$ cat src/rtl/arb_pkg.sv
// Shared constants and the tie-break helper for the two-requester AXI4-Lite arbiter.
package arb_pkg;

    localparam logic [1:0] ST_IDLE = 2'd0;
    localparam logic [1:0] ST_WR   = 2'd1;
    localparam logic [1:0] ST_RD   = 2'd2;

    localparam logic REQ_CORE = 1'b0;
    localparam logic REQ_AUX  = 1'b1;

    localparam logic [31:0] ARB_ERR_DATA = 32'hDEAD_BEEF;

    // A lone requester always wins; on a tie the one that did not own the last transaction wins.
    function automatic logic pick_winner(input logic req_core, input logic req_aux, input logic last_grant);
        logic win;
        if (req_core && req_aux) begin
            win = ~last_grant;
        end else if (req_aux) begin
            win = REQ_AUX;
        end else begin
            win = REQ_CORE;
        end
        return win;
    endfunction

endpackage

$ cat src/rtl/arb_watchdog.sv
// Saturating per-transaction cycle counter; flags expiry while a transaction is open.
module arb_watchdog #(
    parameter int CNT_W          = 8,
    parameter int TIMEOUT_CYCLES = 255
) (
    input  logic clk,
    input  logic rst,
    input  logic clear,
    input  logic run,
    output logic expired
);

    localparam logic [CNT_W-1:0] LIMIT = CNT_W'(TIMEOUT_CYCLES);

    logic [CNT_W-1:0] cnt_r;

    // Count cycles spent in a transaction, restarting on every state entry.
    always_ff @(posedge clk or posedge rst) begin
        if (rst) begin
            cnt_r <= {CNT_W{1'b0}};
        end else if (clear) begin
            cnt_r <= {CNT_W{1'b0}};
        end else if (run && (cnt_r != LIMIT)) begin
            cnt_r <= cnt_r + {{(CNT_W-1){1'b0}}, 1'b1};
        end else begin
            cnt_r <= cnt_r;
        end
    end

    assign expired = run & (cnt_r == LIMIT);

endmodule

$ cat src/rtl/axi_lite_arbiter.sv
// Round-robin arbiter sharing one AXI4-Lite master port between two requesters, one whole transaction at a time.
// Optional watchdog with forced error response: define ARB_TIMEOUT_EN.
module axi_lite_arbiter
    import arb_pkg::*;
#(
    parameter int DATA_W         = 32,
    parameter int TIMEOUT_CYCLES = 255,
    parameter int CNT_W          = 8
) (
    input  logic              clk,
    input  logic              rst,
    input  logic [DATA_W-1:0] m0_AWdata,
    input  logic [DATA_W-1:0] m0_ARdata,
    input  logic [DATA_W-1:0] m0_Wdata,
    input  logic [3:0]        m0_Wstrb,
    input  logic [2:0]        m0_AWprot,
    input  logic [2:0]        m0_ARprot,
    input  logic              m0_AWvalid,
    input  logic              m0_Wvalid,
    input  logic              m0_ARvalid,
    input  logic              m0_Bready,
    input  logic              m0_Rready,
    output logic              m0_AWready,
    output logic              m0_Wready,
    output logic              m0_ARready,
    output logic              m0_Bvalid,
    output logic              m0_Rvalid,
    output logic [DATA_W-1:0] m0_Rdata,
    input  logic [DATA_W-1:0] m1_AWdata,
    input  logic [DATA_W-1:0] m1_ARdata,
    input  logic [DATA_W-1:0] m1_Wdata,
    input  logic [3:0]        m1_Wstrb,
    input  logic [2:0]        m1_AWprot,
    input  logic [2:0]        m1_ARprot,
    input  logic              m1_AWvalid,
    input  logic              m1_Wvalid,
    input  logic              m1_ARvalid,
    input  logic              m1_Bready,
    input  logic              m1_Rready,
    output logic              m1_AWready,
    output logic              m1_Wready,
    output logic              m1_ARready,
    output logic              m1_Bvalid,
    output logic              m1_Rvalid,
    output logic [DATA_W-1:0] m1_Rdata,
    output logic [DATA_W-1:0] s_AWdata,
    output logic [DATA_W-1:0] s_ARdata,
    output logic [DATA_W-1:0] s_Wdata,
    output logic [3:0]        s_Wstrb,
    output logic [2:0]        s_AWprot,
    output logic [2:0]        s_ARprot,
    output logic              s_AWvalid,
    output logic              s_Wvalid,
    output logic              s_ARvalid,
    output logic              s_Bready,
    output logic              s_Rready,
    input  logic              s_AWready,
    input  logic              s_Wready,
    input  logic              s_ARready,
    input  logic              s_Bvalid,
    input  logic              s_Rvalid,
    input  logic [DATA_W-1:0] s_Rdata,
    output logic              grant,
    output logic              busy
`ifdef ARB_TIMEOUT_EN
    ,
    output logic              timeout_err
`endif
);

    logic [1:0]        state_r, next_state_s;
    logic              grant_r, busy_r, last_grant_r;
    logic              aw_done_r, w_done_r, ar_done_r;
    logic              req0_s, req1_s, win_s, tmo_s, sel0_s, sel1_s;
    logic              aw_hs_s, w_hs_s, ar_hs_s, b_hs_s, r_hs_s;
    logic [DATA_W-1:0] mg_awdata_s, mg_ardata_s, mg_wdata_s;
    logic [3:0]        mg_wstrb_s;
    logic [2:0]        mg_awprot_s, mg_arprot_s;
    logic              mg_awvalid_s, mg_wvalid_s, mg_arvalid_s, mg_bready_s, mg_rready_s;
    logic              g_awready_s, g_wready_s, g_arready_s, g_bvalid_s, g_rvalid_s;
    logic [DATA_W-1:0] g_rdata_s;

    // A held AWvalid makes the requester's read wait, so write wins within one requester.
    assign req0_s  = m0_AWvalid | m0_ARvalid;
    assign req1_s  = m1_AWvalid | m1_ARvalid;
    assign win_s   = pick_winner(req0_s, req1_s, last_grant_r);
    assign aw_hs_s = s_AWvalid & s_AWready;
    assign w_hs_s  = s_Wvalid & s_Wready;
    assign ar_hs_s = s_ARvalid & s_ARready;
    assign b_hs_s  = s_Bvalid & s_Bready;
    assign r_hs_s  = s_Rvalid & s_Rready;

`ifdef ARB_TIMEOUT_EN
    arb_watchdog #(
        .CNT_W          (CNT_W),
        .TIMEOUT_CYCLES (TIMEOUT_CYCLES)
    ) u_watchdog (
        .clk     (clk),
        .rst     (rst),
        .clear   (next_state_s != state_r),
        .run     (state_r != ST_IDLE),
        .expired (tmo_s)
    );

    // One-cycle error pulse when a timed-out transaction is retired.
    always_ff @(posedge clk or posedge rst) begin
        if (rst) begin
            timeout_err <= 1'b0;
        end else begin
            timeout_err <= tmo_s & (next_state_s == ST_IDLE);
        end
    end
`else
    assign tmo_s = 1'b0;
`endif

    // Select the granted requester's request-side signals.
    always_comb begin
        if (grant_r == REQ_AUX) begin
            mg_awdata_s  = m1_AWdata;  mg_ardata_s  = m1_ARdata;  mg_wdata_s  = m1_Wdata;
            mg_wstrb_s   = m1_Wstrb;   mg_awprot_s  = m1_AWprot;  mg_arprot_s = m1_ARprot;
            mg_awvalid_s = m1_AWvalid; mg_wvalid_s  = m1_Wvalid;  mg_arvalid_s = m1_ARvalid;
            mg_bready_s  = m1_Bready;  mg_rready_s  = m1_Rready;
        end else begin
            mg_awdata_s  = m0_AWdata;  mg_ardata_s  = m0_ARdata;  mg_wdata_s  = m0_Wdata;
            mg_wstrb_s   = m0_Wstrb;   mg_awprot_s  = m0_AWprot;  mg_arprot_s = m0_ARprot;
            mg_awvalid_s = m0_AWvalid; mg_wvalid_s  = m0_Wvalid;  mg_arvalid_s = m0_ARvalid;
            mg_bready_s  = m0_Bready;  mg_rready_s  = m0_Rready;
        end
    end

    // State register.
    always_ff @(posedge clk or posedge rst) begin
        if (rst) begin
            state_r <= ST_IDLE;
        end else begin
            state_r <= next_state_s;
        end
    end

    // Next-state logic: a transaction closes on its response handshake (or on a forced response).
    always_comb begin
        next_state_s = state_r;
        case (state_r)
            ST_IDLE: begin
                if (req0_s || req1_s) begin
                    if (win_s ? m1_AWvalid : m0_AWvalid) begin
                        next_state_s = ST_WR;
                    end else begin
                        next_state_s = ST_RD;
                    end
                end else begin
                    next_state_s = ST_IDLE;
                end
            end
            ST_WR: begin
                if (b_hs_s || (tmo_s && mg_bready_s)) begin
                    next_state_s = ST_IDLE;
                end else begin
                    next_state_s = ST_WR;
                end
            end
            ST_RD: begin
                if (r_hs_s || (tmo_s && mg_rready_s)) begin
                    next_state_s = ST_IDLE;
                end else begin
                    next_state_s = ST_RD;
                end
            end
            default: next_state_s = ST_IDLE;
        endcase
    end

    // Output logic: downstream port and the granted requester's responses; everything quiet in IDLE.
    always_comb begin
        s_AWdata    = {DATA_W{1'b0}}; s_ARdata  = {DATA_W{1'b0}}; s_Wdata   = {DATA_W{1'b0}};
        s_Wstrb     = 4'd0;           s_AWprot  = 3'd0;           s_ARprot  = 3'd0;
        s_AWvalid   = 1'b0; s_Wvalid  = 1'b0; s_ARvalid  = 1'b0; s_Bready   = 1'b0; s_Rready = 1'b0;
        g_awready_s = 1'b0; g_wready_s = 1'b0; g_arready_s = 1'b0; g_bvalid_s = 1'b0; g_rvalid_s = 1'b0;
        g_rdata_s   = {DATA_W{1'b0}};
        case (state_r)
            ST_WR: begin
                s_AWdata    = mg_awdata_s;
                s_AWprot    = mg_awprot_s;
                s_Wdata     = mg_wdata_s;
                s_Wstrb     = mg_wstrb_s;
                s_AWvalid   = mg_awvalid_s & ~aw_done_r & ~tmo_s;
                s_Wvalid    = mg_wvalid_s & ~w_done_r & ~tmo_s;
                s_Bready    = mg_bready_s & ~tmo_s;
                g_awready_s = s_AWready & ~aw_done_r & ~tmo_s;
                g_wready_s  = s_Wready & ~w_done_r & ~tmo_s;
                g_bvalid_s  = s_Bvalid | tmo_s;
            end
            ST_RD: begin
                s_ARdata    = mg_ardata_s;
                s_ARprot    = mg_arprot_s;
                s_ARvalid   = mg_arvalid_s & ~ar_done_r & ~tmo_s;
                s_Rready    = mg_rready_s & ~tmo_s;
                g_arready_s = s_ARready & ~ar_done_r & ~tmo_s;
                g_rvalid_s  = s_Rvalid | tmo_s;
                g_rdata_s   = tmo_s ? DATA_W'(ARB_ERR_DATA) : s_Rdata;
            end
            default: begin
            end
        endcase
    end

    assign sel0_s = busy_r & (grant_r == REQ_CORE);
    assign sel1_s = busy_r & (grant_r == REQ_AUX);

    assign m0_AWready = sel0_s & g_awready_s;
    assign m0_Wready  = sel0_s & g_wready_s;
    assign m0_ARready = sel0_s & g_arready_s;
    assign m0_Bvalid  = sel0_s & g_bvalid_s;
    assign m0_Rvalid  = sel0_s & g_rvalid_s;
    assign m0_Rdata   = sel0_s ? g_rdata_s : {DATA_W{1'b0}};
    assign m1_AWready = sel1_s & g_awready_s;
    assign m1_Wready  = sel1_s & g_wready_s;
    assign m1_ARready = sel1_s & g_arready_s;
    assign m1_Bvalid  = sel1_s & g_bvalid_s;
    assign m1_Rvalid  = sel1_s & g_rvalid_s;
    assign m1_Rdata   = sel1_s ? g_rdata_s : {DATA_W{1'b0}};
    assign grant      = grant_r;
    assign busy       = busy_r;

    // Ownership: latch the winner on arbitration, remember it for round-robin when the transaction closes.
    always_ff @(posedge clk or posedge rst) begin
        if (rst) begin
            grant_r      <= REQ_CORE;
            busy_r       <= 1'b0;
            last_grant_r <= REQ_AUX;
        end else if ((state_r == ST_IDLE) && (next_state_s != ST_IDLE)) begin
            grant_r <= win_s;
            busy_r  <= 1'b1;
        end else if ((state_r != ST_IDLE) && (next_state_s == ST_IDLE)) begin
            busy_r       <= 1'b0;
            last_grant_r <= grant_r;
        end else begin
            busy_r <= busy_r;
        end
    end

    // Per-channel completion flags so each address/data beat is forwarded exactly once.
    always_ff @(posedge clk or posedge rst) begin
        if (rst) begin
            aw_done_r <= 1'b0;
            w_done_r  <= 1'b0;
            ar_done_r <= 1'b0;
        end else if (next_state_s == ST_IDLE) begin
            aw_done_r <= 1'b0;
            w_done_r  <= 1'b0;
            ar_done_r <= 1'b0;
        end else begin
            aw_done_r <= aw_done_r | aw_hs_s;
            w_done_r  <= w_done_r | w_hs_s;
            ar_done_r <= ar_done_r | ar_hs_s;
        end
    end

endmodule

$ cat config.mk
export PLATFORM = sky130hd
export DESIGN_NAME = axi_lite_arbiter
export DESIGN_NICKNAME = d
export VERILOG_FILES = /design/src/rtl/arb_pkg.sv /design/src/rtl/arb_watchdog.sv /design/src/rtl/axi_lite_arbiter.sv
export SDC_FILE = /design/constraint.sdc
export NUM_CORES = 1
export LEC_CHECK = 0
export BUFFER_PORTS_ARGS = -buffer_cell sky130_fd_sc_hd__buf_4
export CORE_AREA = 2 2 176 178
export DETAILED_ROUTE_END_ITERATION = 8
export DIE_AREA = 0 0 178 180
export GPL_TIMING_DRIVEN = 0
export PLACE_DENSITY_LB_ADDON = 0.05
export SLEW_MARGIN = 5
export SYNTH_ARGS = -nofsm -noshare
export SYNTH_HDL_FRONTEND = slang
export SYNTH_SLANG_ARGS = --single-unit
$ cat constraint.sdc
create_clock -name clk -period 2 [get_ports clk]
set_clock_uncertainty 0.1 [all_clocks]
set_input_delay 0.4 -clock clk [delete_from_list [all_inputs] [get_ports clk]]
set_output_delay 0.4 -clock clk [all_outputs]
set_load 0.05 [all_outputs]
==> metrics.yaml, run 1 <==
grt_usage_pct: 14.5
avgSynthCellArea_sq_um: 6.97
placeableCoreArea_sq_um: 30200
synthDistinctLibCells: 38
cp.required_ns: 1.50
fin_area_sq_um: 10700
synthCells: 385
die_area_sq_um: 32000
grt_overflow: 0
fin_ws_ns: -0.188
relSlewSlack_pct: 78.1
ys_warn_count: 0
synth-seq-cells: 8
synth-simple-area-share_pct: 37.0
p_leak_nw: 4.43
period_minus_slack_ns: 2.19
synthMuxAreaShare_pct: 42.6
grt_max_degree: 11
r2r-end: "busy$_DFFE_PP0P_"
drc: 0
worstRegToRegCells: 8
critPathKind: "flip-flop to output port"
cp-start-kind: "flip-flop"
clockBufferDepth: 2
cts.clk_slew.worst_paths_ns: 0.04
reg2reg_from: "grant$_DFFE_PP0P_"
totalWireLength_um: 24500
num_vias: 4788
synth_fa_ha_area_share_pct: 0.932
fin_cells: 1273
io_pins: 448
yosys.area.top_type: "mux2i_1"
grt_pass1_wl_um: 34600
rsz0062_at_grt: "yes"
power.total_mw: 14.7
max_freq_mhz: 457
crit_path_end_kind: "output port"
gp_congestion: 0.769
setup_viol: 181
viasPerCell: 3.76
clk_latency_ns: 0.23
worst_pin_slew_ns: 0.326
antenna_found_initial: 1
portBuffers: 447
fin_setup_tns_ns: -22.81
status: "finished with violations"
initial_core_util_pct: 8.89
seq_area_frac_synth_pct: 7.51
wire_per_inst_um: 19.2
period_share_pct: 109
cts_tree: "yes"
worst-path-max-fanout: 6
clock-sinks: 8
die_y_um: 180
first_pass_iters: 4
cts_htree_levels: 1
ant_nets: 0
power_density_nw_per_um2: 1370
timing_max_transition_violations_final: 0
dp_cells: 1228
grt_pass1_vias: 5209
rrSetupSlack_ns: -0.14
hold_viol: 0
drt_iter0_drc: 77
hp-class: "input pin to asynchronous set/reset pin"
synth_top_family_by_area: "multiplexers"
area_growth_pct: 298
synthesis.area_sq_um: 2680
arrival_ns: 1.69
maxCapViolations: 0
cts_made_buffers: 3
hpwlAfterDp_um: 19800
die_w_um: 178
placementRows: 64
synth.net_count: 648
max-vdd-ir-drop_mv: 0.533
synth_compound_area_share_pct: 3.50
synthTopCellsByArea: "mux2i_1, nor2_1, and3_1, dfrtp_1, buf_4"
synth_xor_area_share_pct: 0
fill_cells: 3063
ctsRootBufferMaster: "clkbuf_16"
drive_above_1_share_pct: 95.5
fin_nets: 1140
postPlaceCellArea_sq_um: 7500
synth_top_area_share_pct: 40.7
violations: "setup timing"
[worst max-delay path by stage]
stage / startpoint / endpoint / slack, ns
floorplan: state_r[1]$_DFF_PP0_ / s_AWprot[2] / -0.28
global placement: state_r[1]$_DFF_PP0_ / s_Wdata[31] / -0.46
detailed placement: state_r[1]$_DFF_PP0_ / s_Wdata[31] / -0.43
CTS: grant$_DFFE_PP0P_ / busy$_DFFE_PP0P_ / -0.23
global route: grant$_DFFE_PP0P_ / s_Wdata[27] / -0.23
finish: grant$_DFFE_PP0P_ / s_ARdata[17] / -0.19
[state kept, by name (all words and copies together), names as in the netlist]
name and flops:
state_r 2, ar_done_r 1, aw_done_r 1, busy 1
grant 1, last_grant_r 1, w_done_r 1
[per-stage QoR]
| stage | hold WS, ns | utilization (%) | worst slack, ns |
|---|---|---|---|
| floorplan | 0.115 | - | -0.280 |
| global placement | 0.300 | 24.8 | -0.457 |
| detailed placement | 0.309 | 24.8 | -0.427 |
| CTS | 0.0476 | 34.3 | -0.227 |
| global route | 0.0656 | 35.4 | -0.231 |
| finish | 0.0235 | 35.4 | -0.188 |
[timing repair]
item                       4_1_cts  5_1_grt
gates cloned                     9        4
gates resized for setup        507       59
buffers inserted                25        6
setup endpoints to repair      186      186
pin swaps                       48       15
hold buffers                     0        0
[cells by family after synthesis]
group,after synthesis
simple gates,206
mux,113
buf+inv,44
compound gates,12
flops,8
fa+ha+maj,2
[layout make-up]
type	count	area, sq um	share of cell area (%)
well taps	396	495	4.64
flip-flops and latches	8	204	1.91
repair buffers	491	4660	43.7
clock buffers	4	78.8	0.739
inverters	6	25.0	0.234
diodes	1	2.50	0.0234
multi-input cells	333	4630	43.4
plain buffers	34	576	5.39
[cell usage after synthesis, drive strengths merged]
library cell,instances
and3,68
nor3,4
nor2,117
ha,2
o21ai,2
nor2b,2
and2b,1
o21bai,1
or2,1
and2,3
mux2i,109
nand2b,3
dfrtp,7
clkbuf,14
inv,6
o211ai,1
a31oi,1
o21ba,1
buf,24
nor4b,1
nand2,4
nor4,1
a21oi,4
mux2,4
a21o,1
nand3b,1
o32a,1
dfstp,1
[where the power goes]
part           internal, mW  leakage, nW  switching [mW]
clock                 0.266       0.0382          0.0822
combinational          6.40         4.29            7.57
sequential            0.249       0.0991          0.0846
[worst max-delay path, stage by stage, from the launching register on]
cell,delay [ns]
dfrtp_2,0.41
buf_12,0.15
buf_16,0.15
buf_12,0.14
buf_16,0.15
mux2i_4,0.19
nor2_4,0.10
buf_8,0.15
[placed cells by master, fill, tap and decap left out, types with 3 or more instances in the layout]
cell type  Yosys  routed
buf_12         0       8
buf_16         0      13
mux2i_1      109       6
clkbuf_8       0       4
nor2_4         0     104
buf_4         11     348
mux2i_2        0       5
and3_4         0      36
clkbuf_16      0       9
nor3_2         1       3
inv_1          6       4
nor2_1       116       5
buf_6          1      69
buf_8          0      73
mux2i_4        0      98
and3_2         0      30
dfrtp_1        7       5
clkbuf_4       0       3
mux2_4         2       3
nor2_2         1       8
[layer usage]
metal | GRT usage (%) | up-vias | wire length, um
li1 | - | 2338 | -
met1 | 15.5 | 2249 | 8490
met2 | 29.7 | 183 | 14200
met3 | 2.09 | 18 | 1400
met4 | 2.23 | 0 | 341
met5 | 0 | - | 0
Note: power is estimated with default switching activity, not from simulation.
==> inputs of run 2 (changes only) <==
--- a/config.mk
+++ b/config.mk
@@ -5,10 +5,11 @@
 export SDC_FILE = /design/constraint.sdc
 export NUM_CORES = 1
 export LEC_CHECK = 0
+export ABC_AREA = 1
 export BUFFER_PORTS_ARGS = -buffer_cell sky130_fd_sc_hd__buf_4
-export CORE_AREA = 2 2 176 178
+export CORE_AREA = 2 2 172 174
 export DETAILED_ROUTE_END_ITERATION = 8
-export DIE_AREA = 0 0 178 180
+export DIE_AREA = 0 0 174 176
 export GPL_TIMING_DRIVEN = 0
 export PLACE_DENSITY_LB_ADDON = 0.05
 export SLEW_MARGIN = 5
==> run 2 against run 1 <==
The run still ends with setup timing left. Synthesized cell count is 43% higher. Power is 1.8% higher. Routed wire length is 6.8% higher. Clock power hardly changed. Register-to-register slack better by 0.24 ns. Setup slack better by 0.049 ns. Non-clock buffer count is 22 higher. Combinational power hardly changed. Sequential cell count stayed put. Sequential share of layout area is 0.091 points lower. Critical path depth is 1 higher. Count of clock-buffer cells in the layout stayed put. Largest cell class unchanged.
==> metrics.yaml, run 2 <==
area_growth_pct: 332
cpPeakStageDelay_ns: 0.41  # about the same
violations: "setup timing"
gp_congestion: 0.756  # -1.7%
hold_viol: 0  # unchanged
cp_common_cell: "buf_12"
ctsRootBufferMaster: "clkbuf_16"
viasPerCell: 3.99  # +6.1%
cts_made_buffers: 3  # unchanged
postPlaceCellArea_sq_um: 8400  # +12%
portBuffers: 447  # unchanged
wire_per_inst_um: 18.2  # -5.3%
totalWireLength_um: 26100  # +6.8%
reg2reg_from: "grant$_DFFE_PP0P_"
async_flop_share_pct: 100  # unchanged
cp.required_ns: 1.50  # about the same
clockPowerShare_pct: 2.3  # about the same
synth.net_count: 814  # +26%
dp_cells: 1382  # +13%
timing_max_transition_violations_final: 0  # unchanged
final_cell_mix: "buf_4, nand2_1, buf_6"
initial_core_util_pct: 9.08  # +0.19 points
critPathKind: "flip-flop to output port"
grt_pass1_vias: 5834  # +12%
layout_commonest_cell: "buf_4"
arrival_ns: 1.64  # -0.05 ns
p_leak_nw: 5.09  # +15%
clk_latency_ns: 0.23  # about the same
holdBufCountCts: 0  # unchanged
cts_htree_levels: 1  # unchanged
synthTopCellsByArea: "nand2_1, a21oi_1, nor3_1, dfrtp_1, inv_1"
synthCells: 551  # +43%
ant_nets: 0  # unchanged
fin_nets: 1316  # +15%
cts.clk_slew.worst_paths_ns: 0.04  # about the same
pwr-share-seq_pct: 2.3  # about the same
setup_viol: 176  # -2.8%
fin_area_sq_um: 11200  # +5.0%
avgSynthCellArea_sq_um: 4.71  # -33%
p_sw_mw: 8.52  # +10%
max-vdd-ir-drop_mv: 0.656  # +23%
rrSetupSlack_ns: 0.10  # +0.24 ns
clockBufferDepth: 2  # unchanged
cp-start-kind: "flip-flop"
worst-path-max-fanout: 8  # +2
num_vias: 5728  # +20%
internal_power_mw: 6.39  # -7.6%
synthDistinctLibCells: 23  # -39%
synth.most_common_cell: "nand2_1"
relSlewSlack_pct: 77.3  # -0.77 points
grt_max_degree: 11  # unchanged
die_area_sq_um: 30600  # -4.4%
first_pass_iters: 4  # unchanged
hpwlAfterDp_um: 20500  # +3.7%
largest_reg_flops: 2  # unchanged
regMostFlops: "state_r"
period_share_pct: 107  # -2.5 points
cp_cell_sequence: "buf_12, clkinv_8, buf_12, buf_16, clkbuf_16, nand2_4, a21oi_2, buf_6"
combPwrFrac_pct: 95.4  # about the same
path_delay_family: "buffers and inverters"
die_w_um: 174  # -2.2%
worstRegToRegCells: 10  # +2
max_freq_mhz: 468  # +2.3%
place_ws_ns: -0.631  # -0.205 ns
die_y_um: 176  # -2.2%
seq_area_frac_synth_pct: 7.77  # +0.26 points
synth_top_area_share_pct: 33.7  # -6.9 points
placementRows: 62  # -3.1%
drive_above_1_share_pct: 77.9  # -18 points
synthesis.area_sq_um: 2590  # -3.4%
synth-edff-count: 0  # unchanged
synth-seq-cells: 8  # unchanged
grt_pass1_wl_um: 37000  # +6.8%
placeableCoreArea_sq_um: 28500  # -5.4%
antenna-diode-count: 0  # -1
synth_flop_cell: "dfrtp_1"
io_pins: 448  # unchanged
power_density_nw_per_um2: 1330  # -3.1%
r2r-end: "busy$_DFFE_PP0P_"
ys_warn_count: 0  # unchanged
fin_ws_ns: -0.138  # +0.0494 ns
clock-sinks: 8  # unchanged
grt_overflow: 0  # unchanged
path_buf_inv: 6  # +1
grt_usage_pct: 15.7  # +1.1 points
maxCapViolations: 0  # unchanged
crit_path_end_kind: "output port"
drc: 0  # unchanged
hp-class: "input pin to asynchronous set/reset pin"
p_sw_share_pct: 57.1  # +4.3 points
drt_iter0_drc: 154  # +100%
period_minus_slack_ns: 2.14  # -0.0494 ns
slowest_stage: "dfrtp_2"
yosys-top-cells-count: "nand2_1, a21oi_1, nor3_1"
fin_cells: 1436  # +13%
antenna_found_initial: 0  # -1
status: "finished with violations"
rsz0062_at_grt: "yes"
worst_pin_slew_ns: 0.340  # +0.0142 ns
cts_tree: "yes"
yosys.area.top_type: "nand2_1"
==> run 2: repair_timing <==
item / 4_1_cts / 5_1_grt
setup buffers: 16 / 14
gates resized for setup: 398 / 121
setup endpoints to repair: 183 / 186
pin swaps: 57 / 68
gates cloned: 12 / 10
==> run 2: power groups by stage <==
stage                     logic [mW]  clock network, mW  registers [mW]
after detailed placement        10.2                  0           0.326
after CTS                       13.1              0.355           0.338
after global routing            14.9              0.369           0.354
after global placement          10.2                  0           0.327
final                           14.2              0.349           0.342
after floorplan                 7.27                  0           0.367
==> run 2: area by class of cell <==
type | count | area (sq um)
clock buffer | 4 | 78.8
inverter | 45 | 189
buffer | 48 | 878
fill | 3004 | 17300
multi-input combinational | 448 | 4270
tap | 384 | 480
sequential | 8 | 204
timing repair buffer | 499 | 5110
==> run 2: how the worst max path moves through the flow <==
| stage | cells after the start | startpoint | slack [ns] | end |
|---|---|---|---|---|
| final | 8 | grant$_DFFE_PP0P_ | -0.14 | s_Wstrb[2] |
| after global routing | 8 | grant$_DFFE_PP0P_ | -0.21 | s_Wdata[1] |
| after CTS | 7 | grant$_DFFE_PP0P_ | -0.15 | m0_Rdata[30] |
| after detailed placement | 7 | state_r[1]$_DFF_PP0_ | -0.63 | s_ARdata[29] |
| after global placement | 7 | state_r[1]$_DFF_PP0_ | -0.70 | s_ARdata[29] |
| after floorplan | 5 | state_r[0]$_DFF_PP0_ | -0.26 | s_ARdata[31] |
==> run 2: cell families after synthesis <==
kind of cell,after synthesis,share of synthesized area [%]
fa+ha+maj,2,0.965
buf+inv,95,16.2
compound gates,119,23.6
simple gates,327,51.4
flops,8,7.77
==> run 2: worst register-to-register path, delay by kind of cell, from the launching register on <==
family | cells | cell delay [ns]
AND/OR/NAND/NOR | 4 | 0.46
flip-flops | 1 | 0.41
adder cells (fa/ha/maj) | 1 | 0.30
buffers and inverters | 2 | 0.29
AO/OA/AOI/OAI | 3 | 0.22
==> run 2: per-stage QoR <==
| step | TNS [ns] | hold WS [ns] | util (%) | power, mW |
|---|---|---|---|---|
| CTS | -17.34 | 0.0455 | 36.5 | 13.8 |
| global placement | -45.93 | 0.290 | 29.4 | 10.5 |
| floorplan | -13.44 | 0.115 | - | 7.64 |
| global route | -26.27 | 0.0691 | 39.3 | 15.7 |
| detailed placement | -43.92 | 0.293 | 29.4 | 10.5 |
| finish | -15.55 | 0.0309 | 39.3 | 14.9 |
==> run 2: per-layer routing <==
layer,routed length [um],up-vias,GRT usage (%)
met5,0,-,0
met4,285,0,1.30
met3,1790,13,3.66
met2,14500,246,31.0
met1,9580,2673,17.6
li1,-,2796,-
